**config.mk**
```make
export PLATFORM = sky130hd
export DESIGN_NAME = obstacle_lanes_mover_flat
export DESIGN_NICKNAME = d
export VERILOG_FILES = /design/src/rtl/obstacle_lanes_mover_pkg.sv /design/src/rtl/obstacle_lanes_mover_if.sv /design/src/rtl/obstacle_lanes_mover_tick_prescaler.sv /design/src/rtl/obstacle_lanes_mover.sv /design/src/flat_wrapper.sv
export SDC_FILE = /design/constraint.sdc
export NUM_CORES = 1
export LEC_CHECK = 0
export ABC_CLOCK_PERIOD_IN_PS = 11800
export CORE_AREA = 2 2 100 102
export DETAILED_ROUTE_END_ITERATION = 6
export DIE_AREA = 0 0 102 104
export PLACE_DENSITY = 0.9
export SLEW_MARGIN = 10
export SYNTH_ARGS = -nofsm -noshare
export SYNTH_HDL_FRONTEND = slang
export SYNTH_HIERARCHICAL = 1
export SYNTH_SLANG_ARGS = --single-unit
```
**constraint.sdc**
```tcl
create_clock -name i_Clk -period 11.8 [get_ports i_Clk]
set_clock_uncertainty 0.05 [all_clocks]
set_input_delay 3.54 -clock i_Clk [delete_from_list [all_inputs] [get_ports i_Clk]]
set_output_delay 3.54 -clock i_Clk [all_outputs]
set_load 0.02 [all_outputs]
```
**src/rtl/obstacle_lanes_mover_pkg.sv**
```systemverilog
// Shared screen geometry and timing constants for the game, plus lane direction type.
// The top-level game imports this package so every timed object agrees on the same values.
package obstacle_lanes_mover_pkg;

    localparam int DEF_N_LANES        = 4;
    localparam int DEF_H_VISIBLE_AREA = 640;
    localparam int DEF_TILE_SIZE      = 32;
    localparam int DEF_BASE_TICKS     = 781250;
    localparam int DEF_START_OFFSET   = 128;
    localparam int DEF_X_W            = 10;

    typedef enum logic {
        DIR_FWD = 1'b0,
        DIR_REV = 1'b1
    } dir_e;

    // Rightmost legal tile-left-edge coordinate.
    function automatic int calc_x_max(input int h_visible, input int tile_size);
        return h_visible - tile_size;
    endfunction

endpackage

```
**src/rtl/obstacle_lanes_mover_if.sv**
```systemverilog
// Control and position bus between the game controller (master) and the lane mover (slave).
interface obstacle_lanes_mover_if #(
    parameter int N_LANES = 4,
    parameter int X_W     = 10
);
    logic                     i_Enable;
    logic                     i_Load;
    logic [2:0]               i_Level;
    logic [N_LANES-1:0]       i_Dir;
    logic [N_LANES*X_W-1:0]   o_Car_X;
    logic [N_LANES-1:0]       o_Step;
    logic [N_LANES-1:0]       o_Wrap;

    modport master (
        output i_Enable, i_Load, i_Level, i_Dir,
        input  o_Car_X, o_Step, o_Wrap
    );

    modport slave (
        input  i_Enable, i_Load, i_Level, i_Dir,
        output o_Car_X, o_Step, o_Wrap
    );
endinterface

```
**src/rtl/obstacle_lanes_mover_tick_prescaler.sv**
```systemverilog
// Free-running movement prescaler: one o_Tick every BASE_TICKS enabled cycles.
// Freezes with i_Enable low; i_Reset or i_Clear restarts a full period.
module tick_prescaler #(
    parameter int BASE_TICKS = 781250
) (
    input  logic i_Clk,
    input  logic i_Reset,
    input  logic i_Clear,
    input  logic i_Enable,
    output logic o_Tick
);
    localparam int CNT_W = $clog2(BASE_TICKS);
    localparam logic [CNT_W-1:0] LAST = CNT_W'(BASE_TICKS - 1);

    logic [CNT_W-1:0] count_q, count_d;

    assign o_Tick = (count_q == LAST) && i_Enable;

    // NOTE: every always_comb output gets a default first so no path can infer a latch.
    always_comb begin
        count_d = count_q;
        if (o_Tick) begin
            count_d = '0;
        end else if (i_Enable) begin
            count_d = count_q + 1'b1;
        end
    end

    // NOTE: sequential state uses non-blocking assignments so all flops update together.
    always_ff @(posedge i_Clk) begin
        if (i_Reset || i_Clear) begin
            count_q <= '0;
        end else begin
            count_q <= count_d;
        end
    end

endmodule

```
**src/rtl/obstacle_lanes_mover.sv**
```systemverilog
// Multi-lane obstacle X position generator sharing one movement prescaler.
// Each lane steps left or right by i_Level+1 pixels per tick and wraps at the screen edges.
module obstacle_lanes_mover
    import obstacle_lanes_mover_pkg::*;
#(
    parameter int N_LANES        = DEF_N_LANES,
    parameter int H_VISIBLE_AREA = DEF_H_VISIBLE_AREA,
    parameter int TILE_SIZE      = DEF_TILE_SIZE,
    parameter int BASE_TICKS     = DEF_BASE_TICKS,
    parameter int START_OFFSET   = DEF_START_OFFSET,
    parameter int X_W            = DEF_X_W
) (
    input  logic                  i_Clk,
    input  logic                  i_Reset,
    obstacle_lanes_mover_if.slave bus
);
    localparam int X_MAX = calc_x_max(H_VISIBLE_AREA, TILE_SIZE);
    localparam logic [X_W:0] X_MAX_EXT = (X_W + 1)'(X_MAX);

    if (N_LANES < 1 || N_LANES > 8 || X_MAX < 8 || (N_LANES - 1) * START_OFFSET > X_MAX) begin : g_bad_cfg
        $error("obstacle_lanes_mover: illegal lane geometry");
    end

    logic         tick;
    logic [3:0]   step;
    logic [X_W:0] step_ext;

    tick_prescaler #(
        .BASE_TICKS (BASE_TICKS)
    ) u_prescaler (
        .i_Clk    (i_Clk),
        .i_Reset  (i_Reset),
        .i_Clear  (bus.i_Load),
        .i_Enable (bus.i_Enable),
        .o_Tick   (tick)
    );

    assign step     = {1'b0, bus.i_Level} + 4'd1;
    assign step_ext = (X_W + 1)'(step);

    for (genvar i = 0; i < N_LANES; i++) begin : g_lane
        localparam logic [X_W-1:0] START_X = X_W'(i * START_OFFSET);

        logic [X_W-1:0] x_q, x_d;
        logic [X_W:0]   x_ext;
        logic           wrap_d, wrap_q, step_q;

        // One extra bit keeps x + step from overflowing before the edge compare.
        assign x_ext = {1'b0, x_q};

        always_comb begin
            x_d    = x_q;
            wrap_d = 1'b0;
            if (dir_e'(bus.i_Dir[i]) == DIR_FWD) begin
                if (x_ext + step_ext > X_MAX_EXT) begin
                    x_d    = '0;
                    wrap_d = 1'b1;
                end else begin
                    x_d = X_W'(x_ext + step_ext);
                end
            end else begin
                if (x_ext < step_ext) begin
                    x_d    = X_MAX_EXT[X_W-1:0];
                    wrap_d = 1'b1;
                end else begin
                    x_d = X_W'(x_ext - step_ext);
                end
            end
        end

        always_ff @(posedge i_Clk) begin
            if (i_Reset || bus.i_Load) begin
                x_q    <= START_X;
                step_q <= 1'b0;
                wrap_q <= 1'b0;
            end else if (tick) begin
                x_q    <= x_d;
                step_q <= 1'b1;
                wrap_q <= wrap_d;
            end else begin
                step_q <= 1'b0;
                wrap_q <= 1'b0;
            end
        end

        assign bus.o_Car_X[i*X_W +: X_W] = x_q;
        assign bus.o_Step[i]             = step_q;
        assign bus.o_Wrap[i]             = wrap_q;
    end

endmodule

```
**src/flat_wrapper.sv**
```systemverilog
// flat-port wrapper written by rule: the top's interface ports become plain ports
module obstacle_lanes_mover_flat import obstacle_lanes_mover_pkg::*;
#(
    parameter int N_LANES        = DEF_N_LANES,
    parameter int H_VISIBLE_AREA = DEF_H_VISIBLE_AREA,
    parameter int TILE_SIZE      = DEF_TILE_SIZE,
    parameter int BASE_TICKS     = DEF_BASE_TICKS,
    parameter int START_OFFSET   = DEF_START_OFFSET,
    parameter int X_W            = DEF_X_W
)
  (i_Clk, i_Reset, bus_i_Enable, bus_i_Load, bus_i_Level, bus_i_Dir, bus_o_Car_X, bus_o_Step, bus_o_Wrap);
  obstacle_lanes_mover_if #(.N_LANES(N_LANES), .X_W(X_W)) bus_i ();
  input  logic i_Clk;
  input  logic i_Reset;
  input wire logic [$bits(bus_i.i_Enable)-1:0] bus_i_Enable;
  input wire logic [$bits(bus_i.i_Load)-1:0] bus_i_Load;
  input wire logic [$bits(bus_i.i_Level)-1:0] bus_i_Level;
  input wire logic [$bits(bus_i.i_Dir)-1:0] bus_i_Dir;
  output wire logic [$bits(bus_i.o_Car_X)-1:0] bus_o_Car_X;
  output wire logic [$bits(bus_i.o_Step)-1:0] bus_o_Step;
  output wire logic [$bits(bus_i.o_Wrap)-1:0] bus_o_Wrap;
  assign bus_i.i_Enable = bus_i_Enable;
  assign bus_i.i_Load = bus_i_Load;
  assign bus_i.i_Level = bus_i_Level;
  assign bus_i.i_Dir = bus_i_Dir;
  assign bus_o_Car_X = bus_i.o_Car_X;
  assign bus_o_Step = bus_i.o_Step;
  assign bus_o_Wrap = bus_i.o_Wrap;
  obstacle_lanes_mover #(.N_LANES(N_LANES), .H_VISIBLE_AREA(H_VISIBLE_AREA), .TILE_SIZE(TILE_SIZE), .BASE_TICKS(BASE_TICKS), .START_OFFSET(START_OFFSET), .X_W(X_W)) u_core (.i_Clk(i_Clk), .i_Reset(i_Reset), .bus(bus_i));
endmodule
```
; Word-level counts from Yosys, hierarchy flattened
; Index checks and enable logic that the tools add are counted.
[op_classes]
addsub = 10
n_reduce_logical = 4
bitwise = 1
muxes = 25
eq_ne = 1
order_cmp = 8
[op_table]
columns = cell, count
row1 = $mux 10, 12
row2 = $add 10x4->11, 4
row3 = $gt 11x10->1 const B, 4
row4 = $lt 10x4->1, 4
row5 = $sub 10x4->10, 4
row6 = $add 20x1->20 const B, 1
row7 = $eq 20x20->1 const B, 1
row8 = $mux 1, 13
row9 = $add 3x1->4 const B, 1
row10 = $reduce_or 2->1, 2
row11 = $logic_and 1x1->1, 1
row12 = $logic_or 1x1->1, 1
row13 = $not 1->1, 1
[word_totals]
output_inout_bits = 48
reg_bits = 65
input_bits = 11
word_cells = 59

; Longest topological paths before layout
; Gate-level depths: netlist of the first run.
[logic_depth]
ltp_word = 5
depth_mapped = 12
depth_no_buf = 11

; By module
; Netlist of the first run, hierarchy kept.
[modules_own_cells]
columns = mod, n_inst, cells_each, seq_area_each_um2, area_each_um2
row1 = obstacle_lanes_mover, 1, 624, 900.9, 4870.9
row2 = tick_prescaler, 1, 118, 400.4, 1016.0

; Worst setup path after synthesis of the first run
; OpenSTA, ideal clock, no wires.
[synth_timing]
path_type = input to register
startpoint = in bus_i_Level[0]
endpoint = reg u_core.g_lane[2].wrap_q
t_arrival_ps = 6063
slack_ps = 5571
path_stages = 10
setup_time_ps = 115
n_path_buf = 0
t_required_ps = 11635
path_cell_list = ha_1 > inv_1 > fa_1 > xnor2_4 > a2111oi_4 > o2111ai_1 > a32oi_1 > nor2b_1 > a21o_4 > and3_1
[synth_between]
elab_chain_len = 5
word_cells_on_any_way = 7
cone_classes = 2 x add/sub / 2 x order compare / 3 x mux
[synth_lines]
columns = item, line_no
row1 = "start, declared", flat_wrapper.sv:17  ; input wire logic [$bits(bus_i.i_Level)-1:0] bus_i_Level;
row2 = $add 3x1->4 *, obstacle_lanes_mover.sv:38  ; assign step = {1'b0, bus.i_Level} + 4'd1;
row3 = $add 10x4->11, obstacle_lanes_mover.sv:55  ; if (x_ext + step_ext > X_MAX_EXT) begin
row4 = $gt 11x10->1, obstacle_lanes_mover.sv:55
row5 = $mux 1, obstacle_lanes_mover.sv:55
row6 = $mux 1 *, obstacle_lanes_mover.sv:54  ; if (dir_e'(bus.i_Dir[i]) == DIR_FWD) begin
row7 = "end signal, assigned", obstacle_lanes_mover.sv:79  ; wrap_q <= wrap_d;
row8 = "end, declared", obstacle_lanes_mover.sv:46  ; logic wrap_d, wrap_q, step_q;
; Every way passes the cells marked *; elsewhere a longest branch is shown, timed or not.
; A chain may end at the register's enable or synchronous reset.

; Final worst setup path of the first run
[layout_timing]
startpoint = in bus_i_Enable
endpoint = reg u_core.g_lane[0].x_q[9]
[layout_between]
elab_chain_len = 1
[layout_lines]
columns = item, line_no
row1 = "start, declared", flat_wrapper.sv:15  ; input wire logic [$bits(bus_i.i_Enable)-1:0] bus_i_Enable;
row2 = $logic_and 1x1->1, obstacle_lanes_mover_tick_prescaler.sv:17  ; assign o_Tick = (count_q == LAST) && i_Enable;
row3 = net u_core.tick, obstacle_lanes_mover.sv:24  ; logic tick;
row4 = "end signal, assigned", obstacle_lanes_mover.sv:73  ; x_q <= START_X;
row5 = "end signal, assigned", obstacle_lanes_mover.sv:77  ; x_q <= x_d;
row6 = "end, declared", obstacle_lanes_mover.sv:44  ; logic [X_W-1:0] x_q, x_d;
; The timed path passes the listed nets, and every way through them passes these cells.

==> results of run 1 <==
-- cells in the mapped netlist, types with 4 or more instances --
master      n  share of area
a211oi_1    4         0.0051
a211oi_2    4         0.0085
a21o_1     10          0.013
a21oi_1    57          0.048
a31oi_1     7         0.0074
a32oi_1     6         0.0089
and2_1      4         0.0043
and3_1      7         0.0074
buf_2       4         0.0034
buf_4      11          0.014
clkbuf_1   29          0.018
dfxtp_1    65           0.22
fa_1        8          0.027
ha_1       36          0.077
inv_1      49          0.031
mux2i_1     4         0.0068
nand2_1    52          0.033
nand2b_1    7         0.0074
nand3_1    25          0.021
nand4_1    17          0.018
nand4b_1    4         0.0060
nor2_1     55          0.035
nor2b_1    13          0.014
nor3_1     16          0.014
nor4_1      4         0.0043
o2111ai_1  10          0.015
o211ai_1    6         0.0077
o21a_1      4         0.0051
o21ai_0    48          0.041
o21ai_1     7         0.0060
o21bai_1    5         0.0064
o221ai_1    4         0.0060
o311ai_0    4         0.0060
o31ai_1     9          0.011
o31ai_2     6          0.013
o32a_1      4         0.0068
or2_2       6         0.0064
or3_1       9         0.0096
or4_1       5         0.0064
xnor2_1    37          0.055
xor2_1     13          0.019
-- worst min-delay path: stages (launching register included) --
cell and delay [ns]:
dfxtp_1 0.33, o21ai_0 0.07, a21oi_1 0.06
-- routing by layer --
layer | global-route usage | share of wire | up-vias | wire length, um
met5 | 0 | 0 | - | 0
met4 | 0.1524 | 0.036 | 0 | 593
li1 | - | - | 2759 | -
met1 | 0.3940 | 0.40 | 2778 | 6545
met2 | 0.4930 | 0.48 | 382 | 7899
met3 | 0.06317 | 0.086 | 66 | 1411
-- registers in the layout, summed over array words and instances (netlist names) --
| name | count |
|---|---|
| u_core/u_prescaler/count_q | 20 |
| u_core/g_lane.wrap_q | 4 |
| u_core/g_lane.x_q | 40 |
| u_core/g_lane.step_q | 1 |
-- stage by stage --
stage	total power (W)	utilization
3_3_place_gp	0.0002895	0.6698
4_1_cts	0.0005032	0.6918
2_1_floorplan	0.0002765	-
6_report	0.0005036	0.6918
3_5_place_dp	0.0002930	0.6698
5_1_grt	0.0005228	0.6918
-- where the power goes --
part,internal (W),switching [W]
combinational,0.0000248,0.0000460
clock,0.000124,0.0000891
sequential,0.000220,0.000000544
-- cell families after synthesis --
group	Yosys count	share of synthesized area
and+or+nand+nor	240	0.2145
AOI/OAI and AO/OA	237	0.2931
buffers and inverters	99	0.07715
DFF	65	0.2210
xor gates and xnor gates	52	0.08183
adders and majority gates	44	0.1037
muxes	5	0.008714
-- cell type report --
| class | count | area (um2) | share of cell area |
|---|---|---|---|
| clock buffers | 12 | 145.1 | 0.02197 |
| clock inverters | 3 | 65.06 | 0.009848 |
| inverters | 49 | 183.9 | 0.02784 |
| multi-input cells | 578 | 4141 | 0.6269 |
| flip-flops and latches | 65 | 1301 | 0.1970 |
| well taps | 133 | 166.4 | 0.02519 |
| repair buffers | 61 | 603.1 | 0.09129 |
-- worst max-delay path by stage --
| stage | start | to | slack (ns) | cells past startpoint |
|---|---|---|---|---|
| final | bus_i_Enable | u_core/g_lane[0].x_q[9] | 4.73 | 11 |
| after global routing | bus_i_Level[0] | u_core/g_lane[2].x_q[0] | 4.51 | 11 |
| after CTS | bus_i_Enable | u_core/g_lane[0].x_q[9] | 4.87 | 11 |
| after detailed placement | bus_i_Level[0] | u_core/g_lane[2].x_q[0] | 4.60 | 11 |
| after global placement | bus_i_Level[0] | u_core/g_lane[2].x_q[3] | 4.70 | 10 |
| after floorplan | bus_i_Level[0] | u_core/g_lane[2].wrap_q | 5.57 | 10 |
==> metrics.log, run 1 <==
[metrics] worst min path class: reg -> reg
[metrics] unrepaired setup endpoints after global routing: false
[metrics] clock latency of the later-clocked register in the worst-skew pair: 0.36 ns
[metrics] Finish-stage setup viols: 0
[metrics] Min-Delay Endpoint: u_core/u_prescaler/count_q[17]
[metrics] Layout Area Growth over Synthesis: 12.22%
[metrics] clock tree from TritonCTS: built
[metrics] post-route fraction of the period consumed by the critical path: 0.5994
[metrics] post-synthesis cell count: 742
[metrics] post-synthesis async set-or-reset flop share: 0
[metrics] hold violation count in the final report: 0
[metrics] pin count of the biggest net entering global routing: 51
[metrics] top cell family by delay on the critical path: buffers and inverters
[metrics] clock tree sinks: 65
[metrics] Post-CTS Setup Inserts: 0
[metrics] weighted congestion at the end of routability-driven global placement: 0.8929
[metrics] H-tree depth: 3
[metrics] arrival time at the worst endpoint: 7.27 ns
[metrics] post-synth net total: 797
[metrics] transition at the pin with the smallest max-transition slack: 0.9391 ns
[metrics] most common flop cell mapped by yosys: dfxtp_1
[metrics] Iter 0 DRT Violations: 585
[metrics] Reg2Reg Capture Point: u_core/g_lane[0].x_q[9]
[metrics] cell at the root of the clock tree: clkbuf_8
[metrics] share of final-layout standard cells stronger than drive strength 1: 0.07031
[metrics] most common library cell in the layout ignoring fill and taps: dfxtp_1
[metrics] final routed wire length divided by cell count: 18.26 um
[metrics] global routing usage summed across all routing layers: 0.3095
[metrics] CP Data Required Time: 11.99 ns
[metrics] clock transition at the registers of the reported paths: 0.07 ns
[metrics] type of origin of the critical path: input port
[metrics] Worst slew margin: 0.3733
[metrics] worst reg2reg setup slack: 7.96 ns
[metrics] hold slack final: 0.4466 ns
[metrics] total via count after detailed routing: 5985
[metrics] detailed placement HPWL: 11450 um
[metrics] instance area after placement: 6396 um2
[metrics] count of antenna diodes in the layout: 0
[metrics] y dimension of the die: 104 um
[metrics] crit path max-delay cell type: clkdlybuf4s50_1
[metrics] CP Cell Sequence: clkdlybuf4s50_1, nor4bb_1, nand3_1, nor3_2, buf_4, nand2_1, inv_1, nand2_1, a211oi_1, o22ai_1, o31ai_1
[metrics] ANT nets after route: 0
[metrics] total standard cell area after synthesis: 5887 um2
[metrics] Non-Filler Instances: 901
[metrics] Netlist cell types: 86
[metrics] Nets: 819
[metrics] min cycle time layout: 7.073 ns
[metrics] core area: 9549 um2
[metrics] vias in the first global route: 5824
[metrics] Placed Cells: 886
[metrics] slack of the critical path: 4.727 ns
[metrics] number of ports placed on the die boundary: 59
[metrics] total length of routed wires: 16450 um
[metrics] Fin Setup TNS: 0 ns
[metrics] cell repeated most along the worst path: nand2_1
[metrics] Buffers & Inverters on Critical Path: 3
[metrics] Yosys reg bits: 65
[metrics] area enclosed by the die boundary: 10610 um2
[metrics] Post-Synthesis Mean Instance Area: 7.934 um2
[metrics] type of the setup path with the least slack: in -> reg
[metrics] design area: 6606 um2
[metrics] Die W: 102 um
[metrics] number of optimization iterations in the first detailed-route pass: 5
[metrics] endpoint type of the worst setup path: register
[metrics] number of vias per cell after detailed routing: 6.643
[metrics] DRC violations left: 0
[metrics] clock tree buffer depth: 2
[metrics] maximum fanout along the worst path: 50
[metrics] FMAX: 0.1414 GHz
[metrics] fraction of the yosys area taken by sequential cells: 0.2210
[metrics] number of fill cells: 770
[metrics] YS warnings: 6
[metrics] startpoint of the most critical hold path: u_core/u_prescaler/count_q[17]
[metrics] Slowest Stage Delay on Critical Path: 0.68 ns
[metrics] most frequent cells in the layout: dfxtp_1, clkdlybuf4s50_1, a21oi_1
[metrics] number of buffers inserted during clock tree synthesis: 9
[metrics] Power Dens Cells: 76.22 nW/um2
[metrics] grt total ovfl: 0
[metrics] number of max-slew violations in the final report: 0
[metrics] leakage power: 2.336 nW
[metrics] setup slack after placement: 4.598 ns
[metrics] Hold-fix buffers, CTS: 0
[metrics] number of instances on the worst hold path: 2
[metrics] Max rail drop VDD: 0.04774 mV
[metrics] EDFF count, synth: 0
[metrics] initial standard-cell utilization of the core: 0.6165
[metrics] global-route wire length before repair: 27130 um
[metrics] Worst Reg-to-Reg Cells: 11
[metrics] critical register-to-register path startpoint: u_core/u_prescaler/count_q[0]
[metrics] Port Buffers: 58
[metrics] number of maximum-capacitance constraint violations: 0
[metrics] Post-CTS Resized: 0
[metrics] initial antenna violation count: 0
[metrics] result of the run: complete, no violations
[metrics] standard-cell rows: 36
No activity file was read; power rests on OpenSTA's default activity.
==> inputs of run 2 (changes only) <==
--- a/config.mk
+++ b/config.mk
@@ -5,11 +5,11 @@
 export SDC_FILE = /design/constraint.sdc
 export NUM_CORES = 1
 export LEC_CHECK = 0
-export ABC_CLOCK_PERIOD_IN_PS = 11800
-export CORE_AREA = 2 2 100 102
+export ABC_CLOCK_PERIOD_IN_PS = 6990
+export CORE_AREA = 2 2 103 105
 export DETAILED_ROUTE_END_ITERATION = 6
-export DIE_AREA = 0 0 102 104
-export PLACE_DENSITY = 0.9
+export DIE_AREA = 0 0 105 107
+export PLACE_DENSITY = 0.85
 export SLEW_MARGIN = 10
 export SYNTH_ARGS = -nofsm -noshare
 export SYNTH_HDL_FRONTEND = slang
==> constraint.sdc (replaced) <==
create_clock -name i_Clk -period 6.99 [get_ports i_Clk]
set_clock_uncertainty 0.05 [all_clocks]
set_input_delay 2.097 -clock i_Clk [delete_from_list [all_inputs] [get_ports i_Clk]]
set_output_delay 2.097 -clock i_Clk [all_outputs]
set_load 0.02 [all_outputs]
==> run 2 against run 1 <==
Compared with the run above: count of clock-buffer cells in the layout unchanged; sequential power up 69%; largest power group unchanged; flip-flop and latch count unchanged; critical path type unchanged.
==> metrics.log, run 2 (synthesis gave the netlist of run 1 again) <==
[metrics] Worst slew margin: 0.4663 (+0.09303)
[metrics] Finish-stage setup viols: 0 (unchanged)
[metrics] cell at the root of the clock tree: clkbuf_8
[metrics] vias in the first global route: 5481 (-5.9%)
[metrics] Port Buffers: 58 (unchanged)
[metrics] Setup crit start: bus_i_Level[0]
[metrics] worst min path class: reg -> reg
[metrics] share of final-layout standard cells stronger than drive strength 1: 0.07523 (+0.004914)
[metrics] most frequent cells in the layout: dfxtp_1, clkdlybuf4s50_1, a21oi_1
[metrics] Slowest Stage Delay on Critical Path: 0.57 ns (-0.11 ns)
[metrics] standard-cell rows: 37 (+2.8%)
[metrics] Layout Area Growth over Synthesis: 12.48%
[metrics] crit path max-delay cell type: o31ai_2
[metrics] grt total ovfl: 0 (unchanged)
[metrics] y dimension of the die: 107 um (+2.9%)
[metrics] CP Data Required Time: 7.17 ns (-4.82 ns)
[metrics] area enclosed by the die boundary: 11240 um2 (+5.9%)
[metrics] type of origin of the critical path: input port
[metrics] Reg2Reg Capture Point: u_core/g_lane[0].x_q[9]
[metrics] endpoint type of the worst setup path: register
[metrics] min cycle time layout: 5.464 ns
[metrics] number of buffers inserted during clock tree synthesis: 9 (unchanged)
[metrics] Iter 0 DRT Violations: 465 (-21%)
[metrics] total via count after detailed routing: 5900 (-1.4%)
[metrics] design area: 6621 um2 (+0.23%)
[metrics] Hold-fix buffers, CTS: 0 (unchanged)
[metrics] core area: 10090 um2 (+5.7%)
[metrics] hold violation count in the final report: 0 (unchanged)
[metrics] leakage power: 2.341 nW (+0.19%)
[metrics] Max rail drop VDD: 0.07024 mV (+47%)
[metrics] global-route wire length before repair: 26280 um (-3.1%)
[metrics] clock tree sinks: 65 (unchanged)
[metrics] Post-CTS Resized: 0 (unchanged)
[metrics] initial antenna violation count: 0 (unchanged)
[metrics] detailed placement HPWL: 11140 um (-2.7%)
[metrics] count of antenna diodes in the layout: 0 (unchanged)
[metrics] most common library cell in the layout ignoring fill and taps: dfxtp_1
[metrics] core utilization of the finished layout: 0.6561 (-0.03574)
[metrics] final routed wire length divided by cell count: 17.62 um (-3.5%)
[metrics] total length of routed wires: 15980 um (-2.9%)
[metrics] DRC violations left: 0 (unchanged)
[metrics] Die W: 105 um (+2.9%)
[metrics] largest register by flop count: u_core/g_lane.x_q
[metrics] worst reg2reg setup slack: 3.54 ns (-4.42 ns)
[metrics] Post-CTS Setup Inserts: 0 (unchanged)
[metrics] H-tree depth: 3 (unchanged)
[metrics] clock transition at the registers of the reported paths: 0.08 ns (about the same)
[metrics] arrival time at the worst endpoint: 5.65 ns (-1.62 ns)
[metrics] instance area after placement: 6415 um2 (+0.29%)
[metrics] pin count of the biggest net entering global routing: 51 (unchanged)
[metrics] Crit path depth: 10 (-1)
[metrics] global routing usage summed across all routing layers: 0.2831 (-0.02638)
[metrics] unrepaired setup endpoints after global routing: false
[metrics] Power Dens Cells: 125.7 nW/um2 (+65%)
[metrics] Power Total: 0.0008326 W (+65%)
[metrics] number of max-slew violations in the final report: 0 (unchanged)
[metrics] clock tree buffer depth: 2 (unchanged)
[metrics] Buffers & Inverters on Critical Path: 2 (-1)
[metrics] Placed Cells: 891 (+0.56%)
[metrics] Fin Setup TNS: 0 ns (unchanged)
[metrics] max reg flops: 40 (unchanged)
[metrics] initial standard-cell utilization of the core: 0.5833 (-0.03317)
[metrics] ANT nets after route: 0 (unchanged)
[metrics] type of the setup path with the least slack: in -> reg
[metrics] number of maximum-capacitance constraint violations: 0 (unchanged)
[metrics] CP Capture Point: u_core/g_lane[2].x_q[3]
[metrics] critical register-to-register path startpoint: u_core/u_prescaler/count_q[0]
[metrics] FMAX: 0.1830 GHz
[metrics] number of ports placed on the die boundary: 59 (unchanged)
[metrics] biggest regs: u_core/g_lane.x_q: 40 flops, u_core/u_prescaler/count_q: 20 flops, u_core/g_lane.wrap_q: 4 flops
[metrics] cell repeated most along the worst path: o21ai_0
[metrics] Nets: 821 (+0.24%)
[metrics] CP Cell Sequence: clkdlybuf4s50_1, ha_1, inv_1, fa_1, nor2b_1, o21ai_0, nand3_1, o31ai_2, o21ai_0, o221a_1
[metrics] post-route fraction of the period consumed by the critical path: 0.7816
[metrics] Worst Reg-to-Reg Cells: 12 (+1)
[metrics] weighted congestion at the end of routability-driven global placement: 0.9520 (+6.6%)
[metrics] transition at the pin with the smallest max-transition slack: 0.7976 ns (-0.1415 ns)
[metrics] maximum fanout along the worst path: 12 (-76%)
[metrics] number of vias per cell after detailed routing: 6.505 (-2.1%)
[metrics] clock latency of the later-clocked register in the worst-skew pair: 0.36 ns (about the same)
[metrics] top cell family by delay on the critical path: compound AO/OA/AOI/OAI gates
[metrics] result of the run: complete, no violations
[metrics] clock tree from TritonCTS: built
[metrics] Non-Filler Instances: 907 (+0.67%)
[metrics] number of optimization iterations in the first detailed-route pass: 5 (unchanged)
run 2: per-layer routing:
layer	share of wire	global-route usage
met1	0.42	0.3620
met2	0.48	0.4759
met3	0.082	0.04316
met4	0.026	0.1200
met5	0	0
run 2: power by group:
group	leakage [nW]	internal, W	switching, W	total, W
registers	0.524	0.000371	0.000000893	0.000371
logic	1.71	0.0000419	0.0000757	0.000118
clock network	0.103	0.000185	0.000159	0.000344
run 2: worst min-delay path, cell delays in order, from the launching register on:
cell,delay [ns]
dfxtp_1,0.32
o21ai_0,0.07
a21oi_1,0.06
run 2: worst min-delay path by stage:
stage | start | to | slack, ns | depth (start not counted)
finish | u_core/u_prescaler/count_q[17] | u_core/u_prescaler/count_q[17] | 0.44 | 2
global route | u_core/u_prescaler/count_q[17] | u_core/u_prescaler/count_q[17] | 0.50 | 2
CTS | u_core/u_prescaler/count_q[19] | u_core/u_prescaler/count_q[19] | 0.44 | 2
detailed placement | u_core/u_prescaler/count_q[19] | u_core/u_prescaler/count_q[19] | 0.43 | 2
global placement | u_core/u_prescaler/count_q[17] | u_core/u_prescaler/count_q[17] | 0.42 | 2
floorplan | u_core/u_prescaler/count_q[19] | u_core/u_prescaler/count_q[19] | 0.40 | 2
run 2: cell type report:
cell class	count	area, um2
multi-input cells	578	4141
fillers	874	3471
flip-flops and latches	65	1301
repair buffers	63	618.1
inverters	49	183.9
well taps	136	170.2
clock buffers	12	155.1
clock inverters	4	51.30
run 2: metrics by stage:
step | setup WS (ns) | hold slack, ns
floorplan | 2.204 | 0.4029
global placement | 1.418 | 0.4190
detailed placement | 1.230 | 0.4320
CTS | 1.590 | 0.4448
global route | 1.266 | 0.5020
finish | 1.526 | 0.4402
==> inputs of run 3 (changes only) <==
--- a/config.mk
+++ b/config.mk
@@ -5,7 +5,7 @@
 export SDC_FILE = /design/constraint.sdc
 export NUM_CORES = 1
 export LEC_CHECK = 0
-export ABC_CLOCK_PERIOD_IN_PS = 6990
+export ABC_CLOCK_PERIOD_IN_PS = 5200
 export CORE_AREA = 2 2 103 105
 export DETAILED_ROUTE_END_ITERATION = 6
 export DIE_AREA = 0 0 105 107
==> constraint.sdc (replaced) <==
create_clock -name i_Clk -period 5.2 [get_ports i_Clk]
set_clock_uncertainty 0.05 [all_clocks]
set_input_delay 1.56 -clock i_Clk [delete_from_list [all_inputs] [get_ports i_Clk]]
set_output_delay 1.56 -clock i_Clk [all_outputs]
set_load 0.02 [all_outputs]
==> run 3 against run 2 <==
Compared with the run above: first-iteration DRC count is 11% higher; flip-flop and latch count is the same; core utilization increased by 0.74 points; routed wire length fell by 1.7%; via count fell by 0.81%; highest routed layer unchanged; combinational power up 37%; clock power up 46%; critical path depth rose by 1; non-clock buffer count up 7; total power increased by 40%; sequential share of layout area fell by 0.22 points.
==> metrics.log, run 3 (synthesis gave the netlist of run 1 again) <==
[metrics] sequential cell area: 1301 um2 (unchanged)
[metrics] global-route wire length before repair: 26340 um (+0.21%)
[metrics] ANT nets after route: 0 (unchanged)
[metrics] Power Dens Cells: 173.5 nW/um2 (+38%)
[metrics] total via count after detailed routing: 5852 (-0.81%)
[metrics] instance area after placement: 6467 um2 (+0.82%)
[metrics] CP Data Required Time: 5.40 ns (-1.77 ns)
[metrics] Post-CTS Resized: 0 (unchanged)
[metrics] most frequent cells in the layout: dfxtp_1, clkdlybuf4s50_1, a21oi_1
[metrics] DRC violations left: 0 (unchanged)
[metrics] number of buffers inserted during clock tree synthesis: 9 (unchanged)
[metrics] count of antenna diodes in the layout: 0 (unchanged)
[metrics] Post-CTS Setup Inserts: 0 (unchanged)
[metrics] H-tree depth: 3 (unchanged)
[metrics] weighted congestion at the end of routability-driven global placement: 0.9329 (-2.0%)
[metrics] hold violation count in the final report: 0 (unchanged)
[metrics] cell at the root of the clock tree: clkbuf_8
[metrics] most common library cell in the layout ignoring fill and taps: dfxtp_1
[metrics] type of the setup path with the least slack: in -> reg
[metrics] Finish-stage setup viols: 0 (unchanged)
[metrics] number of maximum-capacitance constraint violations: 0 (unchanged)
[metrics] clock transition at the registers of the reported paths: 0.08 ns (about the same)
[metrics] Worst slew margin: 0.5271 (+0.06079)
[metrics] biggest regs: u_core/g_lane.x_q: 40 flops, u_core/u_prescaler/count_q: 20 flops, u_core/g_lane.wrap_q: 4 flops
[metrics] share of final-layout standard cells stronger than drive strength 1: 0.08483 (+0.009606)
[metrics] y dimension of the die: 107 um (unchanged)
[metrics] number of optimization iterations in the first detailed-route pass: 5 (unchanged)
[metrics] Layout Area Growth over Synthesis: 13.75%
[metrics] arrival time at the worst endpoint: 4.88 ns (-0.77 ns)
[metrics] clock tree sinks: 65 (unchanged)
[metrics] worst min path class: reg -> reg
[metrics] global routing usage summed across all routing layers: 0.2824 (-0.0007207)
[metrics] design area: 6696 um2 (+1.1%)
[metrics] Hold-fix buffers, CTS: 0 (unchanged)
[metrics] Die W: 105 um (unchanged)
[metrics] setup slack after placement: 0.1988 ns (-1.031 ns)
[metrics] Sw Share: 0.2755 (-0.007499)
[metrics] maximum fanout along the worst path: 12 (unchanged)
[metrics] detailed placement HPWL: 11220 um (+0.73%)
[metrics] Nets: 828 (+0.85%)
[metrics] slack of the critical path: 0.5218 ns (-1.004 ns)
[metrics] switching power summed over all nets: 0.0003200 W (+36%)
[metrics] largest register by flop count: u_core/g_lane.x_q
[metrics] number of vias per cell after detailed routing: 6.403 (-1.6%)
[metrics] post-route fraction of the period consumed by the critical path: 0.8996
[metrics] initial antenna violation count: 0 (unchanged)
[metrics] FMAX: 0.2138 GHz
[metrics] min cycle time layout: 4.678 ns
[metrics] number of ports placed on the die boundary: 59 (unchanged)
[metrics] grt total ovfl: 0 (unchanged)
[metrics] transition at the pin with the smallest max-transition slack: 0.7051 ns (-0.09248 ns)
[metrics] standard-cell rows: 37 (unchanged)
[metrics] initial standard-cell utilization of the core: 0.5833 (unchanged)
[metrics] number of max-slew violations in the final report: 0 (unchanged)
[metrics] Fin Setup TNS: 0 ns (unchanged)
[metrics] type of origin of the critical path: input port
[metrics] clock share of power: 0.431 (+0.018)
[metrics] unrepaired setup endpoints after global routing: false
[metrics] pin count of the biggest net entering global routing: 41 (-20%)
[metrics] endpoint type of the worst setup path: register
[metrics] Gate power share: 0.139 (-0.002)
[metrics] area enclosed by the die boundary: 11240 um2 (unchanged)
[metrics] cell-internal power: 0.0008415 W (+41%)
[metrics] total length of routed wires: 15700 um (-1.7%)
[metrics] clock latency of the later-clocked register in the worst-skew pair: 0.35 ns (about the same)
[metrics] number of fill cells: 831 (-4.9%)
[metrics] multi-input gate area in the final layout: 4141 um2 (unchanged)
[metrics] vias in the first global route: 5673 (+3.5%)
[metrics] max reg flops: 40 (unchanged)
[metrics] share of total power in sequential cells: 0.430 (-0.016)
[metrics] core area: 10090 um2 (unchanged)
[metrics] result of the run: complete, no violations
[metrics] Iter 0 DRT Violations: 516 (+11%)
[metrics] Max rail drop VDD: 0.1305 mV (+86%)
[metrics] leakage power: 2.379 nW (+1.6%)
[metrics] clock tree buffer depth: 2 (unchanged)
[metrics] final routed wire length divided by cell count: 17.18 um (-2.5%)
[metrics] Port Buffers: 58 (unchanged)
[metrics] clock tree from TritonCTS: built
==> run 3: stage by stage <==
step / total power (W) / std cells / utilization / hold slack [ns]
floorplan: 0.0006275 / 742 / - / 0.4029
global placement: 0.0006628 / 898 / 0.6408 / 0.4203
detailed placement: 0.0006677 / 898 / 0.6408 / 0.4329
CTS: 0.001167 / 914 / 0.6635 / 0.4490
global route: 0.001206 / 914 / 0.6635 / 0.4732
finish: 0.001162 / 914 / 0.6635 / 0.4491
==> run 3: final cells by class <==
class,instances,share of cell area
clock inverters,6,0.01364
well taps,136,0.02541
repair buffers,70,0.1001
clock buffers,10,0.02055
flip-flops and latches,65,0.1943
multi-input cells,578,0.6185
inverters,49,0.02747
==> run 3: worst max-delay path, cell delays in order <==
cell             delay, ns
clkdlybuf4s50_1       0.45
ha_1                  0.33
inv_1                 0.47
fa_1                  0.33
nor2b_1               0.07
o21ai_0               0.27
a21boi_0              0.20
o311ai_0              0.50
a31o_2                0.36
nand2_1               0.10
a22o_1                0.21
==> run 3: path summary, 6_finish.rpt <==
check,slack [ns],from,to,depth (start not counted)
worst max-delay path,0.52,bus_i_Level[0],u_core/g_lane[0].x_q[0],11
worst min-delay path,0.45,u_core/u_prescaler/count_q[19],u_core/u_prescaler/count_q[19],2
worst max register to register,2.30,u_core/g_lane[2].x_q[0],u_core/g_lane[2].wrap_q,10
worst min register to register,0.45,u_core/u_prescaler/count_q[19],u_core/u_prescaler/count_q[19],2
==> run 3: metal layers <==
metal | global-route usage | vias up | share of wire
met3 | 0.05167 | 35 | 0.071
met1 | 0.3539 | 2757 | 0.43
li1 | - | 2781 | -
met5 | 0 | - | 0
met4 | 0.1114 | 0 | 0.021
met2 | 0.4810 | 279 | 0.48
==> run 3: power by group through the flow <==
stage | registers [W] | logic (W) | clock network [W]
after floorplan | 0.000511 | 0.000117 | 0
after global placement | 0.000511 | 0.000152 | 0
after detailed placement | 0.000511 | 0.000157 | 0
after CTS | 0.000499 | 0.000158 | 0.000510
after global routing | 0.000499 | 0.000177 | 0.000530
final | 0.000499 | 0.000162 | 0.000501
